<file path="config.mk">
export PLATFORM = sky130hd
export DESIGN_NAME = draw_cmd_queue
export DESIGN_NICKNAME = d
export VERILOG_FILES = /design/src/rtl/draw_cmd_queue.sv
export SDC_FILE = /design/constraint.sdc
export NUM_CORES = 1
export LEC_CHECK = 0
export CAP_MARGIN = 5
export CORE_ASPECT_RATIO = 0.7
export CORE_UTILIZATION = 36
export CTS_BUF_LIST = sky130_fd_sc_hd__clkbuf_4
export CTS_CLUSTER_SIZE = 14
export DETAILED_ROUTE_END_ITERATION = 16
export SYNTH_ARGS = -nofsm -noshare
export SYNTH_HDL_FRONTEND = slang
export SYNTH_SLANG_ARGS = --single-unit
</file>
<file path="constraint.sdc">
create_clock -name clk -period 13.89 [get_ports clk]
set_input_delay 2.778 -clock clk [delete_from_list [all_inputs] [get_ports clk]]
set_output_delay 2.778 -clock clk [all_outputs]
set_load 0.01 [all_outputs]
</file>
<file path="src/rtl/draw_cmd_queue.sv">
// draw_cmd_queue: CPU-facing command FIFO feeding the draw unit.
// The CPU assembles a 256-bit argument block in a staging register through
// a 32-bit window.
// Writing the opcode address pushes {opcode, staging} into a DEPTH-entry FIFO.
// The head entry is presented to the draw unit and retired on ack.
module draw_cmd_queue #(
    parameter int DEPTH = 4,
    parameter int PTR_W = 2
) (
    input  logic               clk,
    input  logic               rst_n,
    input  logic               wr_en,
    input  logic [3:0]         wr_addr,
    input  logic [31:0]        wr_data,
    output logic [7:0]         command,
    output logic [255:0]       data,
    output logic               commit,
    input  logic               ack,
    input  logic               draw_done,
    output logic               full,
    output logic               empty,
    output logic [PTR_W:0]     count,
    output logic               busy,
    output logic               overflow
);

    localparam int CNT_W = PTR_W + 1;
    localparam logic [PTR_W-1:0] PTR_ONE   = {{(PTR_W-1){1'b0}}, 1'b1};
    localparam logic [CNT_W-1:0] CNT_ONE   = {{(CNT_W-1){1'b0}}, 1'b1};
    localparam logic [CNT_W-1:0] CNT_DEPTH = CNT_W'(DEPTH);

    // FIFO storage: opcode in [263:256], arguments in [255:0]; not reset
    logic [263:0]       r_mem [DEPTH];
    logic [255:0]       r_staging;
    logic [PTR_W-1:0]   r_rd_ptr;
    logic [PTR_W-1:0]   r_wr_ptr;
    logic [CNT_W-1:0]   r_count;
    logic               r_in_flight;
    logic               r_overflow;

    logic               w_full;
    logic               w_empty;
    logic               w_push_req;
    logic               w_push;
    logic               w_drop;
    logic               w_pop;
    logic               w_clr;
    logic               w_stage_wr;

    // full/empty come from the pre-edge count so a same-cycle pop cannot rescue a push into a full queue
    assign w_full     = (r_count == CNT_DEPTH);
    assign w_empty    = (r_count == {CNT_W{1'b0}});
    assign w_stage_wr = wr_en && (wr_addr[3] == 1'b0);
    assign w_push_req = wr_en && (wr_addr == 4'd8);
    assign w_push     = w_push_req && !w_full;
    assign w_drop     = w_push_req && w_full;
    assign w_clr      = wr_en && (wr_addr == 4'd9);
    assign w_pop      = ack && !w_empty;

    assign command  = r_mem[r_rd_ptr][263:256];
    assign data     = r_mem[r_rd_ptr][255:0];
    assign commit   = !w_empty;
    assign full     = w_full;
    assign empty    = w_empty;
    assign count    = r_count;
    assign busy     = !w_empty || r_in_flight;
    assign overflow = r_overflow;

    // Staging register: one 32-bit argument word per CPU write, held across pushes
    always_ff @(posedge clk or negedge rst_n) begin
        if (!rst_n) begin
            r_staging <= 256'd0;
        end else if (w_stage_wr) begin
            r_staging[{wr_addr[2:0], 5'b00000} +: 32] <= wr_data;
        end else begin
            r_staging <= r_staging;
        end
    end

    // FIFO storage write on an accepted push
    always_ff @(posedge clk) begin
        if (w_push) begin
            r_mem[r_wr_ptr] <= {wr_data[7:0], r_staging};
        end
    end

    // Pointers advance independently and wrap naturally at DEPTH (power of two)
    always_ff @(posedge clk or negedge rst_n) begin
        if (!rst_n) begin
            r_wr_ptr <= {PTR_W{1'b0}};
            r_rd_ptr <= {PTR_W{1'b0}};
        end else begin
            r_wr_ptr <= w_push ? (r_wr_ptr + PTR_ONE) : r_wr_ptr;
            r_rd_ptr <= w_pop  ? (r_rd_ptr + PTR_ONE) : r_rd_ptr;
        end
    end

    // Occupancy count; simultaneous push and pop leave it unchanged
    always_ff @(posedge clk or negedge rst_n) begin
        if (!rst_n) begin
            r_count <= {CNT_W{1'b0}};
        end else begin
            case ({w_push, w_pop})
                2'b10:   r_count <= r_count + CNT_ONE;
                2'b01:   r_count <= r_count - CNT_ONE;
                default: r_count <= r_count;
            endcase
        end
    end

    // In-flight tracking: a pop starts a draw, draw_done ends it; pop wins a tie
    always_ff @(posedge clk or negedge rst_n) begin
        if (!rst_n) begin
            r_in_flight <= 1'b0;
        end else if (w_pop) begin
            r_in_flight <= 1'b1;
        end else if (draw_done) begin
            r_in_flight <= 1'b0;
        end else begin
            r_in_flight <= r_in_flight;
        end
    end

    // Sticky overflow flag; a dropped push wins over a same-cycle clear
    always_ff @(posedge clk or negedge rst_n) begin
        if (!rst_n) begin
            r_overflow <= 1'b0;
        end else if (w_drop) begin
            r_overflow <= 1'b1;
        end else if (w_clr) begin
            r_overflow <= 1'b0;
        end else begin
            r_overflow <= r_overflow;
        end
    end

endmodule

</file>
==> results of run 1 <==
-- per-layer routing --
layer,vias to the layer above,share of wire
li1,10200,-
met2,987,0.47
met1,12600,0.42
met5,-,0
met3,180,0.083
met4,0,0.021
-- cells by family (layout without fill, tap and decap cells) --
| kind of cell | count (synthesis) | count (layout) | synth area share |
|---|---|---|---|
| flops | 1321 | 1321 | 0.785 |
| other cells | 0 | 16 | 0 |
| buf+inv | 172 | 1000 | 0.0165 |
| fa+ha+maj | 9 | 9 | 0.00246 |
| compound gates | 34 | 34 | 0.00415 |
| simple gates | 133 | 133 | 0.0163 |
| mux | 494 | 494 | 0.174 |
| xor+xnor | 6 | 6 | 0.00108 |
-- registers in the layout, indices dropped and copies added, names as in the netlist --
name         count
count            3
overflow         1
r_in_flight      1
r_mem         1056
r_rd_ptr         2
r_staging      256
r_wr_ptr         2
-- worst paths after layout --
| kind | start | endpoint | slack, ns | cells past startpoint |
|---|---|---|---|---|
| min in group asynchronous | rst_n | r_staging[218]$_DFFE_PN0P_ | 1.57 | 1 |
| max in group asynchronous | rst_n | r_rd_ptr[0]$_DFFE_PN0P_ | 10.73 | 2 |
| worst max register to register | count[0]$_DFFE_PN0P_ | r_mem[1][136]$_DFFE_PP_ | 9.42 | 7 |
| worst min-delay path | r_staging[85]$_DFFE_PN0P_ | r_mem[1][85]$_DFFE_PP_ | 0.44 | 0 |
| worst max-delay path | r_rd_ptr[0]$_DFFE_PN0P_ | data[0] | 5.93 | 4 |
| worst min register to register | r_staging[85]$_DFFE_PN0P_ | r_mem[1][85]$_DFFE_PP_ | 0.44 | 0 |
-- layout make-up --
type | count | area [um^2] | area share
Antenna cell | 16 | 40.0 | 0.000687
Clock buffer | 506 | 3800 | 0.0652
Clock inverter | 87 | 454 | 0.00780
Inverter | 64 | 240 | 0.00412
Multi-Input combinational cell | 676 | 9760 | 0.167
Sequential cell | 1321 | 38300 | 0.658
Tap cell | 1767 | 2210 | 0.0379
Timing Repair Buffer | 343 | 3410 | 0.0585
-- stage by stage --
| stage | instances | instance area [um^2] | power (mW) | utilization |
|---|---|---|---|---|
| after floorplan | 2169 | 48800 | 6.48 | - |
| after global placement | 4171 | 54000 | 7.96 | 0.403 |
| after detailed placement | 4171 | 54000 | 8.00 | 0.403 |
| after CTS | 4764 | 58200 | 11.3 | 0.435 |
| after global routing | 4775 | 58200 | 11.6 | 0.435 |
| final | 4780 | 58300 | 11.1 | 0.435 |
-- Yosys cell counts (all sizes together) (4+ instances only) --
master / n / share of area
mux2i: 25 / 0.0051
o21ai: 29 / 0.0030
mux4: 264 / 0.12
and2: 26 / 0.0033
nand4: 28 / 0.0036
dfrtp: 265 / 0.14
nor2: 4 / 0.00036
and3: 9 / 0.0012
mux2: 205 / 0.047
clkbuf: 22 / 0.0017
inv: 64 / 0.0049
ha: 8 / 0.0021
nand2: 29 / 0.0022
edfxtp: 1056 / 0.65
nor2b: 4 / 0.00051
nor3b: 25 / 0.0038
buf: 86 / 0.0099
-- power groups by stage --
| stage | Clock [mW] | Combinational (mW) | Sequential, mW |
|---|---|---|---|
| after floorplan | 0 | 1.52 | 4.96 |
| after global placement | 0 | 2.88 | 5.08 |
| after detailed placement | 0 | 2.88 | 5.12 |
| after CTS | 3.38 | 2.90 | 5.04 |
| after global routing | 3.58 | 2.99 | 5.08 |
| final | 3.27 | 2.81 | 5.03 |
==> results.ini, run 1 <==
[placed_design]
gp_congestion = 0.711
hpwlAfterDp_mm = 69.3
io_buffers = 312
preCtsSetupSlack_ns = 6.51

[final_layout]
drive_gt1_frac = 0.287
area_growth_pct = 19.3
num-fill-cells = 11600
final_common_cell = edfxtp_1
nNetsFinal = 2791
final_cell_mix = 1056 x edfxtp_1, 506 x clkbuf_4, 303 x clkdlybuf4s50_1, 264 x mux4_2, 263 x dfrtp_1

[clock_tree]
clkTransAtPathRegs_ns = 0.07
holdBufCountCts = 0
post_cts.resized_instances = 0
clockBufferDepth = 4
cts_root_buffer = clkbuf_4
cts_tree = done
cts_buffers = 335
cts_max_level = 5
cts.sinks = 1321
clock_latency_ns = 1.24
cts_setup_buffers = 0

[global_routing]
grt_pass1_wl_mm = 176
use_met1 = 0.245
grt_pass1_vias = 25300
met2_usage = 0.279
grt_use_met3 = 0.0531
gr-usage-all-layers = 0.180
grt_max_degree = 147
grt_remaining_overflow = 0
grt-busiest-layer = met2
antenna_found_initial = 26

[synth]
ys.flop_type = edfxtp_1
syn_area_per_cell_um2 = 22.5
synth_cell_types = 38
synth-seq-cells = 1321
yosysWarnings = 0
syn_nets = 2219
synthCells = 2169
synth_area_um2 = 48800
ys_seq_area_frac = 0.785
synthArstFlopShare = 0.201
synth_edf_count = 1056

[worst_setup_path]
cp_data_arrival_time_ns = 5.18
crit_type = reg2out
crit_path_end_kind = output pin
slowest_delay_ns = 0.94
crit_path_start_kind = flop
path_cells = buf_12 > buf_4 > mux4_2 > clkdlybuf4s50_1
cp_max_fo = 113
critPathSlowestCell = dfrtp_4
crit_family = buffers and inverters
cp_num_buf_inv = 3
required_ns = 11.11

[floorplan]
die_x_um = 442
core_area_um2 = 134000
die_area_um2 = 137000
dieHeight_um = 310
ioPinCount = 313
placementRows = 112
start_util = 0.364

[pwr]
switching_share = 0.286
power_density_nw_per_um2 = 191
irDropWorstVdd_mv = 0.177
seqPwrFrac = 0.453
clkPwrFrac = 0.294
power_frac_comb = 0.253
power_leakage_nw = 20.8
p_int_mw = 7.94
switchingPower_mw = 3.18

[detailed_routing]
routedWlPerCell_um = 25.8
drt_first_pass_iters = 5
routed_via_density = 5.01
drtIter0Drc = 2134
wl_mm = 123
num_vias = 24000
ant_nets = 0
remaining_drc_errors = 0

[hold_path]
min_path_type = reg2reg

[sta]
finalSetupTns_ns = 0
tightest_slew_ns = 1.26
setup_viol = 0
max_freq_ghz = 0.126
slew_viol_final = 0
slew_headroom = 0.161
clock_skew_ns = 0.125
finalCriticalPeriod_ns = 7.96
worst_slack_ns = 5.93
fin_crit_sh = 0.573
hold_ws_ns = 0.444
rsz0062_at_grt = false
finalHoldViolCount = 0

[run_status]
outcome = finished, final reports clean

[job]
maxCapViolCount = 0

(Power assumes the default switching activity.)
==> run 2, diff against run 1 <==
==> constraint.sdc (replaced) <==
create_clock -name clk -period 7.5 [get_ports clk]
set_input_delay 1.5 -clock clk [delete_from_list [all_inputs] [get_ports clk]]
set_output_delay 1.5 -clock clk [all_outputs]
set_load 0.01 [all_outputs]
==> run 2 against run 1 <==
Against the previous run:
- critical endpoint is now data[145]
- critical path type unchanged
- flip-flop and latch count stayed put
- critical path depth is 1 lower
- largest power group unchanged
- worst hold slack worse by 0.15 ns
- final cell count is 0.42% higher
- clock power is 83% higher
- register-to-register slack worse by 5.2 ns
==> results.ini, run 2 (synthesis gave the netlist of run 1 again) <==
[clock_tree]
cts_max_level = 5  ; unchanged
cts_setup_buffers = 0  ; unchanged
cts.sinks = 1321  ; unchanged
post_cts.resized_instances = 0  ; unchanged
clkTransAtPathRegs_ns = 0.07  ; about the same
holdBufCountCts = 0  ; unchanged
cts_root_buffer = clkbuf_4
cts_tree = done
clock_latency_ns = 1.25  ; about the same
clockBufferDepth = 4  ; unchanged
cts_buffers = 335  ; unchanged

[detailed_routing]
drtIter0Drc = 2164  ; +1.4%
routedWlPerCell_um = 25.8  ; about the same
ant_nets = 0  ; unchanged
wl_mm = 124  ; +0.38%
routed_via_density = 5.08  ; +1.3%
remaining_drc_errors = 0  ; unchanged
num_vias = 24400  ; +1.8%
drt_first_pass_iters = 5  ; unchanged

[global_routing]
met2_usage = 0.274  ; -0.00475
grt-busiest-layer = met2
antenna_found_initial = 37  ; +42%
grt_pass1_vias = 25400  ; +0.28%
grt_use_met3 = 0.0519  ; -0.00116
grt_pass1_wl_mm = 176  ; +0.18%
grt_max_degree = 134  ; -8.8%
gr-usage-all-layers = 0.181  ; about the same
use_met1 = 0.247  ; +0.00202
grt_remaining_overflow = 0  ; unchanged

[sta]
finalSetupTns_ns = 0  ; unchanged
finalCriticalPeriod_ns = 5.72
slew_headroom = 0.190  ; +0.0295
hold_ws_ns = 0.290  ; -0.155 ns
rsz0062_at_grt = false
setup_viol = 0  ; unchanged
tightest_slew_ns = 1.21  ; -0.0480 ns
fin_crit_sh = 0.763
clock_skew_ns = 0.117  ; -0.00778 ns
max_freq_ghz = 0.175
slew_viol_final = 0  ; unchanged
finalHoldViolCount = 0  ; unchanged

[floorplan]
start_util = 0.364  ; unchanged
placementRows = 112  ; unchanged
die_area_um2 = 137000  ; unchanged
dieHeight_um = 310  ; unchanged
ioPinCount = 313  ; unchanged
die_x_um = 442  ; unchanged
core_area_um2 = 134000  ; unchanged

[final_layout]
top_register = r_mem
num-fill-cells = 11600  ; -0.16%
nNetsFinal = 2800  ; +0.32%
area_growth_pct = 19.7
final_cell_mix = 1056 x edfxtp_1, 490 x clkbuf_4, 308 x clkdlybuf4s50_1, 264 x mux4_2, 263 x dfrtp_1
drive_gt1_frac = 0.282  ; -0.00504
stdcell_count = 4800  ; +0.42%
final_common_cell = edfxtp_1
largest_register_ffs = 1056  ; unchanged
final_area_um2 = 58400  ; +0.30%

[worst_setup_path]
critPathSlowestCell = dfrtp_4
crit_path_end_kind = output pin
required_ns = 6.00  ; -5.11 ns
crit_path_start_kind = flop
cp_data_arrival_time_ns = 4.22  ; -0.96 ns
crit_type = reg2out
cp_num_buf_inv = 2  ; -1
crit_family = buffers and inverters
path_cells = buf_12 > mux4_2 > clkdlybuf4s50_1
cp_max_fo = 72  ; -36%
slowest_delay_ns = 1.00  ; +0.06 ns

[pwr]
clkPwrFrac = 0.292  ; -0.002
power_density_nw_per_um2 = 351  ; +84%
switchingPower_mw = 5.90  ; +86%
total_power_mw = 20.5  ; +85%
p_int_mw = 14.6  ; +84%
power_frac_comb = 0.254  ; about the same
power_leakage_nw = 20.9  ; +0.13%
seqPwrFrac = 0.455  ; +0.002
irDropWorstVdd_mv = 0.254  ; +44%
switching_share = 0.287  ; +0.00150

[placed_design]
dp_cells = 4180  ; +0.22%
dpl_cell_area_um2 = 54200  ; +0.38%
gp_congestion = 0.707  ; -0.51%
hpwlAfterDp_mm = 70.7  ; +2.0%
io_buffers = 312  ; unchanged

[run_status]
outcome = finished, final reports clean

[job]
maxCapViolCount = 0  ; unchanged

[hold_path]
min_path_type = in2async

## run 2: cell types whose count changed in the layout (fill, tap and decap cells not counted), moves of 5 or more
cell | previous run | this run
clkbuf_4 | 506 | 490
buf_2 | 8 | 3
buf_12 | 7 | 16
clkdlybuf4s50_1 | 303 | 308
clkinv_1 | 67 | 85
diode_2 | 16 | 25
## run 2: path summary, 6_finish.rpt
path / start / to / slack [ns] / cells past startpoint
min in group clk: r_staging[41]$_DFFE_PN0P_ / r_mem[0][41]$_DFFE_PP_ / 0.45 / 0
min: rst_n / r_staging[209]$_DFFE_PN0P_ / 0.29 / 1
min reg2reg: r_staging[41]$_DFFE_PN0P_ / r_mem[0][41]$_DFFE_PP_ / 0.45 / 0
max: r_rd_ptr[0]$_DFFE_PN0P_ / data[145] / 1.78 / 3
max in group asynchronous: rst_n / r_staging[152]$_DFFE_PN0P_ / 5.68 / 2
max reg2reg: count[0]$_DFFE_PN0P_ / r_mem[3][79]$_DFFE_PP_ / 4.20 / 6
## run 2: final cells by class
| class | count | area [um^2] | area share |
|---|---|---|---|
| flip-flops and latches | 1321 | 38300 | 0.656 |
| diodes | 25 | 62.6 | 0.00107 |
| inverters | 64 | 240 | 0.00411 |
| clock inverters | 105 | 519 | 0.00889 |
| well taps | 1767 | 2210 | 0.0378 |
| clock buffers | 490 | 3680 | 0.0630 |
| repair buffers | 352 | 3610 | 0.0618 |
| multi-input cells | 676 | 9760 | 0.167 |
## run 2: metal layers
layer | wire, um | vias to the layer above
li1 | - | 10300
met1 | 53100 | 12900
met2 | 58200 | 1010
met3 | 9890 | 186
met4 | 2600 | 2
met5 | 26 | -
## run 2: power groups by stage
stage | Combinational [mW] | Sequential (mW) | Clock (mW)
finish | 5.21 | 9.33 | 5.99
global route | 5.53 | 9.42 | 6.55
CTS | 5.36 | 9.34 | 6.18
detailed placement | 5.33 | 9.49 | 0
global placement | 5.31 | 9.41 | 0
floorplan | 2.81 | 9.18 | 0
## run 2: worst register-to-register path, stage by stage, from the launching register on
cell     delay [ns]
dfrtp_1        0.45
inv_2          0.07
nand3_1        0.25
inv_1          0.22
nor2_1         0.49
and2_4         0.80
buf_12         0.44
## run 2: stage by stage
step                      setup WS (ns)  utilization
final                              1.78        0.436
after global routing               1.35        0.436
after CTS                          1.43        0.436
after detailed placement           2.04        0.404
after global placement             2.09        0.404
after floorplan                    1.24            -
==> run 3, diff against run 2 <==
==> constraint.sdc (replaced) <==
create_clock -name clk -period 5.33 [get_ports clk]
set_input_delay 1.066 -clock clk [delete_from_list [all_inputs] [get_ports clk]]
set_output_delay 1.066 -clock clk [all_outputs]
set_load 0.01 [all_outputs]
==> run 3 against run 2 <==
Against the previous run:
- total power grew 41%
- setup slack lost 1.4 ns
- largest cell class unchanged
- largest power group unchanged
- global-route usage grew 0.13 points
- critical endpoint is now data[62]
==> results.ini, run 3 (synthesis gave the netlist of run 1 again) <==
[run_status]
outcome = finished, final reports clean

[placed_design]
io_buffers = 312  ; unchanged
hpwlAfterDp_mm = 74.5  ; +5.4%
dpl_cell_area_um2 = 54600  ; +0.78%
preCtsSetupSlack_ns = 0.800  ; -1.24 ns
gp_congestion = 0.742  ; +4.9%

[clock_tree]
cts_max_level = 5  ; unchanged
cts_tree = done
cts_root_buffer = clkbuf_4
cts_setup_buffers = 0  ; unchanged
cts_buffers = 336  ; +0.30%
clockBufferDepth = 4  ; unchanged
clock_latency_ns = 1.29  ; +0.04 ns
cts.sinks = 1321  ; unchanged
clkTransAtPathRegs_ns = 0.07  ; about the same

[pwr]
irDropWorstVdd_mv = 0.245  ; -3.6%
total_power_mw = 29.0  ; +41%
power_leakage_nw = 21.1  ; +1.2%
power_density_nw_per_um2 = 493  ; +40%

[worst_setup_path]
crit_path_start = r_rd_ptr[0]$_DFFE_PN0P_
crit_path_end_kind = output pin
path_cells = buf_12 > mux4_2 > clkdlybuf4s50_1
reg2reg_depth = 6  ; unchanged
worstSetupPathDepth = 3  ; unchanged
reg2reg_from = count[1]$_DFFE_PN0P_
crit_path_start_kind = flop
slowest_delay_ns = 0.85  ; -0.15 ns
cp_num_buf_inv = 2  ; unchanged
cp_data_arrival_time_ns = 3.90  ; -0.32 ns
required_ns = 4.26  ; -1.74 ns
crit_family = buffers and inverters
cp_max_fo = 63  ; -13%
rrSetupSlack_ns = 2.25  ; -1.95 ns
endpoint = data[62]
r2r_end = r_mem[2][56]$_DFFE_PP_
critPathSlowestCell = dfrtp_4
crit_type = reg2out

[sta]
setup_viol = 0  ; unchanged
rsz0062_at_grt = false
max_freq_ghz = 0.201
finalCriticalPeriod_ns = 4.97
clock_skew_ns = 0.140  ; +0.0224 ns
slew_viol_final = 0  ; unchanged
tightest_slew_ns = 1.12  ; -0.0950 ns
worst_slack_ns = 0.362  ; -1.42 ns
slew_headroom = 0.254  ; +0.0635
hold_ws_ns = 0.377  ; +0.0878 ns
fin_crit_sh = 0.932
finalHoldViolCount = 0  ; unchanged

[global_routing]
grt_remaining_overflow = 0  ; unchanged
grt_use_met3 = 0.0608  ; +0.00888
met2_usage = 0.282  ; +0.00705
grt-busiest-layer = met2
grt_pass1_wl_mm = 177  ; +0.58%
grt_max_degree = 112  ; -16%
antenna_found_initial = 30  ; -19%
grt_pass1_vias = 25300  ; -0.26%
gr-usage-all-layers = 0.182  ; +0.00127
use_met1 = 0.243  ; -0.00325

[final_layout]
area_growth_pct = 20.5
nNetsFinal = 2836  ; +1.3%
final_area_um2 = 58800  ; +0.65%
top_register = r_mem
final_common_cell = edfxtp_1
final_cell_mix = 1056 x edfxtp_1, 509 x clkbuf_4, 308 x clkdlybuf4s50_1, 264 x mux4_2, 263 x dfrtp_1
finish.utilization = 0.439  ; +0.00284
drive_gt1_frac = 0.298  ; +0.0160
largest_register_ffs = 1056  ; unchanged
num-fill-cells = 11500  ; -0.65%

[job]
maxCapViolCount = 0  ; unchanged

[detailed_routing]
num_vias = 24300  ; -0.28%
routedWlPerCell_um = 25.8  ; +0.13%
drt_first_pass_iters = 6  ; +1
drtIter0Drc = 2091  ; -3.4%
remaining_drc_errors = 0  ; unchanged
wl_mm = 124  ; +0.53%
ant_nets = 0  ; unchanged
routed_via_density = 5.04  ; -0.67%

[floorplan]
die_x_um = 442  ; unchanged
core_area_um2 = 134000  ; unchanged
dieHeight_um = 310  ; unchanged
die_area_um2 = 137000  ; unchanged
placementRows = 112  ; unchanged
ioPinCount = 313  ; unchanged
start_util = 0.364  ; unchanged

[hold_path]
min_path_type = in2reg

## run 3: cell types whose count changed in the layout (fill, tap and decap cells not counted), sizes merged
cell / before / now
clkinvlp: 2 / 0
bufinv: 4 / 0
clkinv: 95 / 71
buf: 44 / 78
diode: 25 / 18
dlygate4sd3: 0 / 1
clkbuf: 490 / 509
inv: 68 / 70
## run 3: what timing repair did
item | 4_1_cts | 5_1_grt
hold buffers | 1 | 0
gates resized for setup | 0 | 0
hold endpoints to repair | 70 | 0
## run 3: worst register-to-register path, delay by kind of cell (launching register included)
kind | cells | cell delay (ns)
DFF | 1 | 0.41
and+or+nand+nor | 3 | 1.28
buffers and inverters | 3 | 0.87
## run 3: power by group
part / total (mW) / leakage, nW / switching [mW] / internal, mW
Combinational: 7.54 / 5.50 / 3.55 / 3.99
Sequential: 13.1 / 13.1 / 0.830 / 12.3
Clock: 8.34 / 2.52 / 3.99 / 4.35
## run 3: how the worst min path moves through the flow
stage | startpoint | to | slack (ns) | cells past startpoint
finish | wr_data[17] | r_staging[145]$_DFFE_PN0P_ | 0.38 | 3
floorplan | r_staging[0]$_DFFE_PN0P_ | r_mem[0][0]$_DFFE_PP_ | 0.47 | 0
CTS | wr_data[17] | r_staging[145]$_DFFE_PN0P_ | 0.24 | 3
global route | wr_data[17] | r_staging[145]$_DFFE_PN0P_ | 0.24 | 3
detailed placement | r_staging[251]$_DFFE_PN0P_ | r_mem[0][251]$_DFFE_PP_ | 0.49 | 0
global placement | r_staging[28]$_DFFE_PN0P_ | r_mem[0][28]$_DFFE_PP_ | 0.47 | 0
## run 3: layout make-up
type	count	area (um^2)	area share
Sequential cell	1321	38300	0.652
Multi-Input combinational cell	676	9760	0.166
Timing Repair Buffer	387	4070	0.0693
Clock buffer	509	3820	0.0650
Tap cell	1767	2210	0.0376
Clock inverter	77	314	0.00534
Inverter	64	240	0.00408
Antenna cell	18	45.0	0.000766
## run 3: through the flow
stage,setup TNS (ns),cells
6_report,0,4819
5_1_grt,0,4809
4_1_cts,0,4800
3_5_place_dp,0,4213
3_3_place_gp,0,4213
2_1_floorplan,-523.08,2169
## run 3: metal layers
layer / part of all wire / vias to the layer above
met3: 0.090 / 200
li1: - / 10300
met5: 0 / -
met4: 0.019 / 0
met1: 0.42 / 12800
met2: 0.47 / 1013
